File: src/rtl/servisia_mem_ctrl.sv
// servisia_mem_ctrl: word-wide request/ack bus to shared 8-bit flash/SRAM bus.
// Each core word is split into byte beats (SETUP, ACCESS x (W+1), RECOV).
// Optional build macro: SERVISIA_MEM_FLASH_WRITE_EN enables flash-region writes;
// when undefined, flash writes are acknowledged without touching the bus.
module servisia_mem_ctrl #(
   parameter int WORD_BYTES = 4,
   parameter int ADDR_WIDTH = 21,
   parameter int FLASH_WAIT = 2,
   parameter int SRAM_WAIT  = 0
) (
   input  logic                    clk_i,
   input  logic                    rst_ni,
   input  logic                    req_i,
   input  logic                    we_i,
   input  logic [ADDR_WIDTH-1:0]   addr_i,
   input  logic [8*WORD_BYTES-1:0] wdata_i,
   input  logic [WORD_BYTES-1:0]   sel_i,
   output logic                    ack_o,
   output logic [8*WORD_BYTES-1:0] rdata_o,
   output logic [ADDR_WIDTH-1:0]   mem_addr_o,
   output logic [7:0]              mem_wdata_o,
   output logic                    mem_drive_o,
   input  logic [7:0]              mem_rdata_i,
   output logic                    flash_ce_no,
   output logic                    sram_cs_no,
   output logic                    mem_we_no,
   output logic                    mem_oe_no
);

   localparam int OFF_W  = $clog2(WORD_BYTES);
   localparam int BEAT_W = (OFF_W == 0) ? 1 : OFF_W;
   localparam int DATA_W = 8 * WORD_BYTES;
   localparam logic [ADDR_WIDTH-1:0] BASE_MASK = ~ADDR_WIDTH'(WORD_BYTES - 1);

   // One extra bit so "no further beat" can be encoded as WORD_BYTES.
   typedef logic [BEAT_W:0] beat_ext_t;
   localparam beat_ext_t NO_BEAT = beat_ext_t'(WORD_BYTES);

`ifdef SERVISIA_MEM_FLASH_WRITE_EN
   localparam bit FLASH_WR_EN = 1'b1;
`else
   localparam bit FLASH_WR_EN = 1'b0;
`endif

   typedef enum logic [2:0] {
      IDLE,
      SETUP,
      ACCESS,
      RECOV,
      ACK
   } state_t;

   // Lowest beat index >= from whose mask bit is set, or NO_BEAT.
   function automatic beat_ext_t first_beat(input logic [WORD_BYTES-1:0] mask,
                                            input beat_ext_t from);
      beat_ext_t res;
      res = NO_BEAT;
      for (int unsigned i = 0; i < WORD_BYTES; i++) begin
         if (res == NO_BEAT && mask[i] && beat_ext_t'(i) >= from) begin
            res = beat_ext_t'(i);
         end
      end
      return res;
   endfunction

   state_t                  state_q, state_d;
   logic                    we_q, we_d;
   logic                    sram_q, sram_d;
   logic [ADDR_WIDTH-1:0]   base_q, base_d;
   logic [DATA_W-1:0]       wdata_q, wdata_d;
   logic [WORD_BYTES-1:0]   mask_q, mask_d;
   logic [BEAT_W-1:0]       beat_q, beat_d;
   logic [3:0]              wait_q, wait_d;
   logic [3:0]              cnt_q, cnt_d;
   logic [DATA_W-1:0]       lanes_q, lanes_d;
   beat_ext_t               nxt;

   logic                    ack_d;
   logic [DATA_W-1:0]       rdata_d;
   logic [ADDR_WIDTH-1:0]   maddr_d;
   logic [7:0]              mwdata_d;
   logic                    drive_d;
   logic                    fce_d;
   logic                    scs_d;
   logic                    mwe_d;
   logic                    moe_d;

   // State and transaction context registers.
   always_ff @(posedge clk_i) begin
      if (!rst_ni) begin
         state_q <= IDLE;
         we_q    <= 1'b0;
         sram_q  <= 1'b0;
         base_q  <= '0;
         wdata_q <= '0;
         mask_q  <= '0;
         beat_q  <= '0;
         wait_q  <= '0;
         cnt_q   <= '0;
         lanes_q <= '0;
      end else begin
         state_q <= state_d;
         we_q    <= we_d;
         sram_q  <= sram_d;
         base_q  <= base_d;
         wdata_q <= wdata_d;
         mask_q  <= mask_d;
         beat_q  <= beat_d;
         wait_q  <= wait_d;
         cnt_q   <= cnt_d;
         lanes_q <= lanes_d;
      end
   end

   // Next-state logic; bus outputs are derived from the next state so that
   // registering them lines the strobes up with the state they belong to.
   always_comb begin
      state_d  = state_q;
      we_d     = we_q;
      sram_d   = sram_q;
      base_d   = base_q;
      wdata_d  = wdata_q;
      mask_d   = mask_q;
      beat_d   = beat_q;
      wait_d   = wait_q;
      cnt_d    = cnt_q;
      lanes_d  = lanes_q;
      nxt      = NO_BEAT;

      case (state_q)
         IDLE: begin
            if (req_i) begin
               we_d    = we_i;
               sram_d  = addr_i[ADDR_WIDTH-1];
               base_d  = addr_i & BASE_MASK;
               wdata_d = wdata_i;
               mask_d  = we_i ? sel_i : '1;
               wait_d  = addr_i[ADDR_WIDTH-1] ? 4'(SRAM_WAIT) : 4'(FLASH_WAIT);
               nxt     = first_beat(mask_d, '0);
               if (nxt == NO_BEAT || (we_i && !addr_i[ADDR_WIDTH-1] && !FLASH_WR_EN)) begin
                  state_d = ACK;
               end else begin
                  state_d = SETUP;
                  beat_d  = nxt[BEAT_W-1:0];
               end
            end
         end
         SETUP: begin
            state_d = ACCESS;
            cnt_d   = '0;
         end
         ACCESS: begin
            if (cnt_q == wait_q) begin
               state_d = RECOV;
               if (!we_q) begin
                  lanes_d[beat_q*8 +: 8] = mem_rdata_i;
               end
            end else begin
               cnt_d = cnt_q + 4'd1;
            end
         end
         RECOV: begin
            nxt = first_beat(mask_q, beat_ext_t'(beat_q) + beat_ext_t'(1));
            if (nxt == NO_BEAT) begin
               state_d = ACK;
            end else begin
               state_d = SETUP;
               beat_d  = nxt[BEAT_W-1:0];
            end
         end
         ACK: begin
            state_d = IDLE;
         end
         default: begin
            state_d = IDLE;
         end
      endcase

      ack_d    = (state_d == ACK);
      rdata_d  = rdata_o;
      maddr_d  = mem_addr_o;
      mwdata_d = mem_wdata_o;
      if (state_d == ACK && !we_d) begin
         rdata_d = lanes_q;
      end
      if (state_d == SETUP) begin
         maddr_d = base_d + ADDR_WIDTH'(beat_d);
         if (we_d) begin
            mwdata_d = wdata_d[beat_d*8 +: 8];
         end
      end
      drive_d = we_d && (state_d == SETUP || state_d == ACCESS || state_d == RECOV);
      fce_d   = !(!sram_d && (state_d == SETUP || state_d == ACCESS));
      scs_d   = !( sram_d && (state_d == SETUP || state_d == ACCESS));
      moe_d   = !(!we_d && state_d == ACCESS);
      mwe_d   = !( we_d && state_d == ACCESS);
   end

   // Registered outputs.
   always_ff @(posedge clk_i) begin
      if (!rst_ni) begin
         ack_o       <= 1'b0;
         rdata_o     <= '0;
         mem_addr_o  <= '0;
         mem_wdata_o <= '0;
         mem_drive_o <= 1'b0;
         flash_ce_no <= 1'b1;
         sram_cs_no  <= 1'b1;
         mem_we_no   <= 1'b1;
         mem_oe_no   <= 1'b1;
      end else begin
         ack_o       <= ack_d;
         rdata_o     <= rdata_d;
         mem_addr_o  <= maddr_d;
         mem_wdata_o <= mwdata_d;
         mem_drive_o <= drive_d;
         flash_ce_no <= fce_d;
         sram_cs_no  <= scs_d;
         mem_we_no   <= mwe_d;
         mem_oe_no   <= moe_d;
      end
   end

endmodule

File: config.mk
export PLATFORM = sky130hd
export DESIGN_NAME = servisia_mem_ctrl
export DESIGN_NICKNAME = d
export VERILOG_FILES = /design/src/rtl/servisia_mem_ctrl.sv
export SDC_FILE = /design/constraint.sdc
export NUM_CORES = 1
export LEC_CHECK = 0
export CAP_MARGIN = 20
export CORE_MARGIN = 1
export CORE_UTILIZATION = 56
export CTS_CLUSTER_DIAMETER = 120
export DETAILED_ROUTE_END_ITERATION = 6
export PLACE_DENSITY = 0.93
export SYNTH_ARGS = -nofsm -noshare
export SYNTH_HDL_FRONTEND = slang
export SYNTH_SLANG_ARGS = --single-unit
export TNS_END_PERCENT = 30
File: constraint.sdc
create_clock -name clk_i -period 13.2 [get_ports clk_i]
set_input_delay 2.64 -clock clk_i [delete_from_list [all_inputs] [get_ports clk_i]]
set_output_delay 2.64 -clock clk_i [all_outputs]
set_load 0.005 [all_outputs]
# == Word level (Yosys, flattened, before mapping) ==
# Index checks and enable logic that the tools add are counted.
# Widths: inputs -> output; s select.
# totals
output_inout_bits,67
wordCells,123
in_bits,69
register_bits,171
# op_classes
eq_ne,17
n_lt_le_gt_ge,4
n_shift,3
bitwise_logic,1
muxes,42
n_reduce_logical,33
n_addsub,4
# op_table
cell,n
$mux 3,24
$mux 32,2
$mux 21,2
$neg 5->34,1
$shift 8x34->32 const A,1
$shiftx 8x34->32,1
$bwmux 32,1
$shiftx 32x6->8,1
$eq 3x3->1 const B,9
$add 21x2->21,1
$logic_and 1x1->1,17
$eq 3x2->1 const B,4
$pmux 3 s4,1
$mux 2,4
$mux 4,2
$pmux 4 s2,1
$logic_not 1->1,7
$eq 3x1->1 const B,2
$ge 1x3->1 const A,2
$ge 2x3->1 const A,2
$reduce_and 2->1,3
$add 4x1->4 const B,1
$eq 4x4->1,1
$mux 1,4
other kinds (8),10

# == Depth between registers and ports, before layout ==
# depth
word_depth,28
depth_mapped,16
ltp_nobuf,14

# == Worst setup path after synthesis ==
# Ideal clock, no wire load.
# synth_path
path_kind,input to register
start,in we_i
end,reg mem_addr_o[12]
setup_ns,0.118
path_slack_ns,7.075
path_buffers,3
stages,15
required_time_ns,13.082
arrival_ns,6.008
path_cell_list,buf_2 -> inv_1 -> a31oi_1 -> a221oi_1 -> o221ai_2 -> clkbuf_1 -> ha_1 -> inv_1 -> fa_1 -> clkbuf_1 -> nor3_1 -> a32oi_2 -> or3_1 -> or3_1 -> o2111a_1
# synth_via
elab_chain_len,25
word_cells_on_any_way,30
# synth_rtl
item,line_no,source
"start, declared",14,"input logic we_i,"
$mux 4,137,mask_d = we_i ? sel_i : '1;
$mux 3,59,if (res == NO_BEAT && mask[i] && beat_ext_t'(i) >= from) begin
$mux 3,132,if (req_i) begin
$mux 3,130,case (state_q)
$eq 3x3->1,59,
$logic_and 1x1->1,59,
$mux 3,59,
$mux 3,132,
(+10 left out),n/a,
$mux 3,130,
$eq 3x3->1,140,if (nxt == NO_BEAT || (we_i && !addr_i[ADDR_WIDTH-1] && !FLASH_WR_EN)) begin
$logic_or 1x1->1,140,
$mux 2 (*),140,
$mux 2 (*),132,
$pmux 2 s2 (*),130,
via beat_d[0],72,"logic [BEAT_W-1:0] beat_q, beat_d;"
$add 21x2->21 (*),187,maddr_d = base_d + ADDR_WIDTH'(beat_d);
"end signal, assigned",214,mem_addr_o <= maddr_d;
"end, declared",20,"output logic [ADDR_WIDTH-1:0] mem_addr_o,"
# Mark *: on every way through the listed nets, which the timed path passes. The rest lies on a longest branch. The select of a mux whose other input is x is not followed.
# A chain may end at the register's enable or synchronous reset.

# == Worst setup path after layout ==
# layout_path
start,in req_i
end,reg mem_addr_o[12]
# layout_via
elab_chain_len,3
word_cells_on_any_way,8
# layout_rtl
item,line_no,source
"start, declared",13,"input logic req_i,"
"$mux 2, or another cell as far along",132,
"$pmux 2 s2, or another cell as far along",130,
$add 21x2->21 / $eq 3x1->1 (equally long branches),"187, 186",
# Several ways; a longest one is shown, not always the timed one.

==> results by group <==
Clock network
  – Worst skew pair latency: roughly 420 ps
  – # hold bufs at CTS: 0
  – Post-CTS Setup Inserts: 0
  – Post-CTS sizing: 0
  – Clock Tree Buf Depth: 2
  – CTS Buf Count: 17
  – H-tree Lvls: 4
  – Clock transition at path regs: roughly 60 ps
  – CTS tree: yes
  – TritonCTS Sinks: 168
  – Root buffer cell: clkbuf_16

Detailed routing
  – DRC viols: 0
  – Drt wl/cell: 16.4 um
  – Post-Route WL: 17900 um
  – Initial DRT Pass Iterations: 5
  – DR vias: 6225
  – Via density: between 5 and 6
  – Antenna Nets Post-Route: 0
  – Iteration-0 DRC Markers: 437

Die
  – Initial Util: 57.4%
  – Die W: between 100 and 150 um
  – I/O pins: 136
  – Die ar.: 13300 um2
  – Rows: 41
  – Die height: about 120 um
  – Core Footprint: ~13000 um2

Critical path
  – CP max FO: 70
  – Reg2reg setup slack: about 8500 ps
  – Arrival time of the worst setup path: 7160 ps
  – R2R cell count: 13
  – Crit path kind: in2reg
  – Required time of the critical path: 13520 ps
  – RR Endpoint: mem_addr_o[12]
  – Critical R2R Launch: state_q[1]
  – Worst setup EP type: flip-flop
  – Crit path launch: req_i
  – Crit start category: input pin

GRT
  – All-layer global routing usage: 27.9%
  – Most used routing layer: met2
  – Initial antenna violation count: 0
  – First-pass GRT wire length: around 29000 um
  – GRT Residual Overflow: 0
  – Largest net degree at the start of global routing: 74
  – Global-route met3 utilization: under 10%
  – Vias in the first global route: a little under 6000
  – Met1 global-route usage: 33.3%
  – GR Util met2: 48.5%

Outcome
  – Status: finished clean

Place
  – Dpl hpwl: approximately 12000 um
  – Port-buffer cells: 133
  – Routability cong.: around 0.91

Synthesis
  – Synth warnings: 0
  – Post-synth EDFFs: 0
  – Avg Inst Size Synth: slightly above 9 um2
  – XOR/XNOR Fraction of Synth Area: 2.06%
  – Unique masters post-synth: 59
  – Post-Synth Adder-Cell Area: 1.84%
  – Top cell type by total area after synthesis: dfxtp_1
  – Post-synthesis compound-gate area fraction: about an eighth
  – Most frequent cells after synthesis: dfxtp_1, nor2_1, nand2_1, mux2i_1, a21oi_1
  – Post-synth top area share: 46.6%
  – Post-Synth Simple-Gate Area: 20.0%
  – Largest family of logic cells by synthesized area: simple AND/OR/NAND/NOR gates
  – Synth Cell Area: 7210 um2
  – Asr flop ratio synth: 0%
  – Seq/Total Area, Yosys: 46.6%
  – Most instantiated library cell after synthesis: dfxtp_1
  – Top FF cell, synth: dfxtp_1
  – Cells after synthesis: 792
  – Seq cells post-synth: 168
  – Proportion of synthesized area in mux cells: 14.0%
  – Net count after synthesis: 871
  – Dominant cells by area after synthesis: dfxtp_1, mux2i_1, nor2_1

STA
  – Finish-stage setup viols: 0
  – Setup TNS: 0 ps
  – Hold slack: 451 ps
  – Unrepaired setup endpoints after global routing: no
  – Max Slew Vio Count: 0
  – Min cycle time layout: approximately 7000 ps
  – Max_slew headroom: between 30% and 40%
  – Clock Skew: 7.75 ps
  – Hold Violations, Final: 0
  – Worst-margin pin slew: 1040 ps
  – Final Cycle Share: 51.9%
  – Fmax: 146 MHz

Min path
  – WHS Endpoint: lanes_q[9]
  – Hold Path Class: reg2reg
  – Hold_sp: lanes_q[9]
  – Hold path cells: 2

Final layout
  – Diodes inserted: 0
  – Layout cells sized above 1: under 10%
  – Total Nets Final: a little under 1000
  – Layout Area Growth over Synthesis: 27.6%
  – Filler cell count: 891

Pwr
  – Cell leakage power: 0.00332 uW
  – PwrDens: ~130 nW/um2
  – Peak supply drop: 86.1 uV

Job
  – Max-cap viol count: 0
[layer usage]
| metal | routed length [um] | vias to the layer above |
|---|---|---|
| met5 | 0 | - |
| met4 | 495 | 0 |
| met3 | 992 | 38 |
| met2 | 9000 | 217 |
| met1 | 7430 | 2965 |
| li1 | - | 3005 |
[state kept, by name (all words and copies together) (netlist names)]
register,cells
mem_wdata_o,8
mem_addr_o,21
cnt_q,4
we_q,1
mem_drive_o,1
mask_q,4
lanes_q,32
base_q,21
sram_cs_no,1
state_q,3
wdata_q,32
wait_q,1
beat_q,2
ack_o,1
sram_q,1
flash_ce_no,1
rdata_o,32
mem_we_no,1
mem_oe_no,1
[cell usage in the layout (no fill, tap or decap), drive strengths merged, types with 2 or more instances in the layout]
cell type,count
nor2b,4
bufinv,3
a32oi,2
nor3,12
nand3,54
o21a,2
or2,2
and3,5
a21oi,60
a211oi,5
o31ai,3
clkdlybuf4s50,133
or4,3
mux2,17
a221oi,10
nor4,4
ha,9
xor2,9
nand4,9
dfxtp,168
o2111ai,2
or3,8
buf,6
mux2i,81
nand2,85
o21ai,24
o211ai,8
clkinv,5
and2,12
xnor2,8
clkinvlp,3
a311oi,2
clkbuf,21
a22oi,2
nor2,103
nor3b,4
a21o,2
a31oi,2
inv,14
[per-stage QoR]
step / instance area [um2] / setup slack [ps] / power, uW / util [%] / cells
2_1_floorplan: 7210 / 7070 / 674 / - / 792
3_3_place_gp: 8580 / 5650 / 733 / 68.2 / 1055
3_5_place_dp: 8580 / 5560 / 740 / 68.2 / 1055
4_1_cts: 9160 / 5980 / 1230 / 72.9 / 1087
5_1_grt: 9200 / 6060 / 1280 / 73.2 / 1090
6_report: 9200 / 6350 / 1230 / 73.2 / 1090
[where the power goes]
group,leakage (uW),internal (uW),switching [uW],total [uW]
logic,0.00167,84.0,101,185
registers,0.00137,534,15.9,550
clock network,0.000280,297,199,496
[worst max-delay path by stage]
| stage | to | slack [ps] | cells after the start |
|---|---|---|---|
| floorplan | mem_addr_o[12] | 7070 | 15 |
| global placement | mem_addr_o[12] | 5650 | 14 |
| detailed placement | mem_addr_o[12] | 5560 | 14 |
| CTS | mem_addr_o[12] | 5980 | 14 |
| global route | mem_addr_o[12] | 6060 | 14 |
| finish | mem_addr_o[12] | 6350 | 14 |
[kinds of logic (layout without fill, tap and decap cells)]
logic type | count (synthesis) | after routing
buffers and inverters | 59 | 185
XOR/XNOR | 17 | 17
adder cells (fa/ha/maj) | 10 | 10
multiplexers | 98 | 98
AO/OA/AOI/OAI | 132 | 132
AND/OR/NAND/NOR | 308 | 308
flip-flops | 168 | 168
[worst max-delay path, cell delays in order]
cell             delay (ps)
clkdlybuf4s50_1         520
nor4b_4                 200
buf_4                   790
and2_1                  370
nand3_1                 120
o221ai_2                130
ha_1                    250
inv_1                    60
fa_1                    510
nor3_1                  330
a32oi_2                 280
or3_1                   440
or3_1                   360
o2111a_1                130
[cell type report]
cell class | instances | area (um2) | area share, %
Multi-Input combinational cell | 565 | 3580 | 39.0
Tap cell | 172 | 215 | 2.34
Sequential cell | 168 | 3360 | 36.6
Clock inverter | 12 | 150 | 1.63
Timing Repair Buffer | 140 | 1400 | 15.2
Inverter | 13 | 51.3 | 0.558
Clock buffer | 20 | 437 | 4.75
Power figures use the tool's default switching activity.
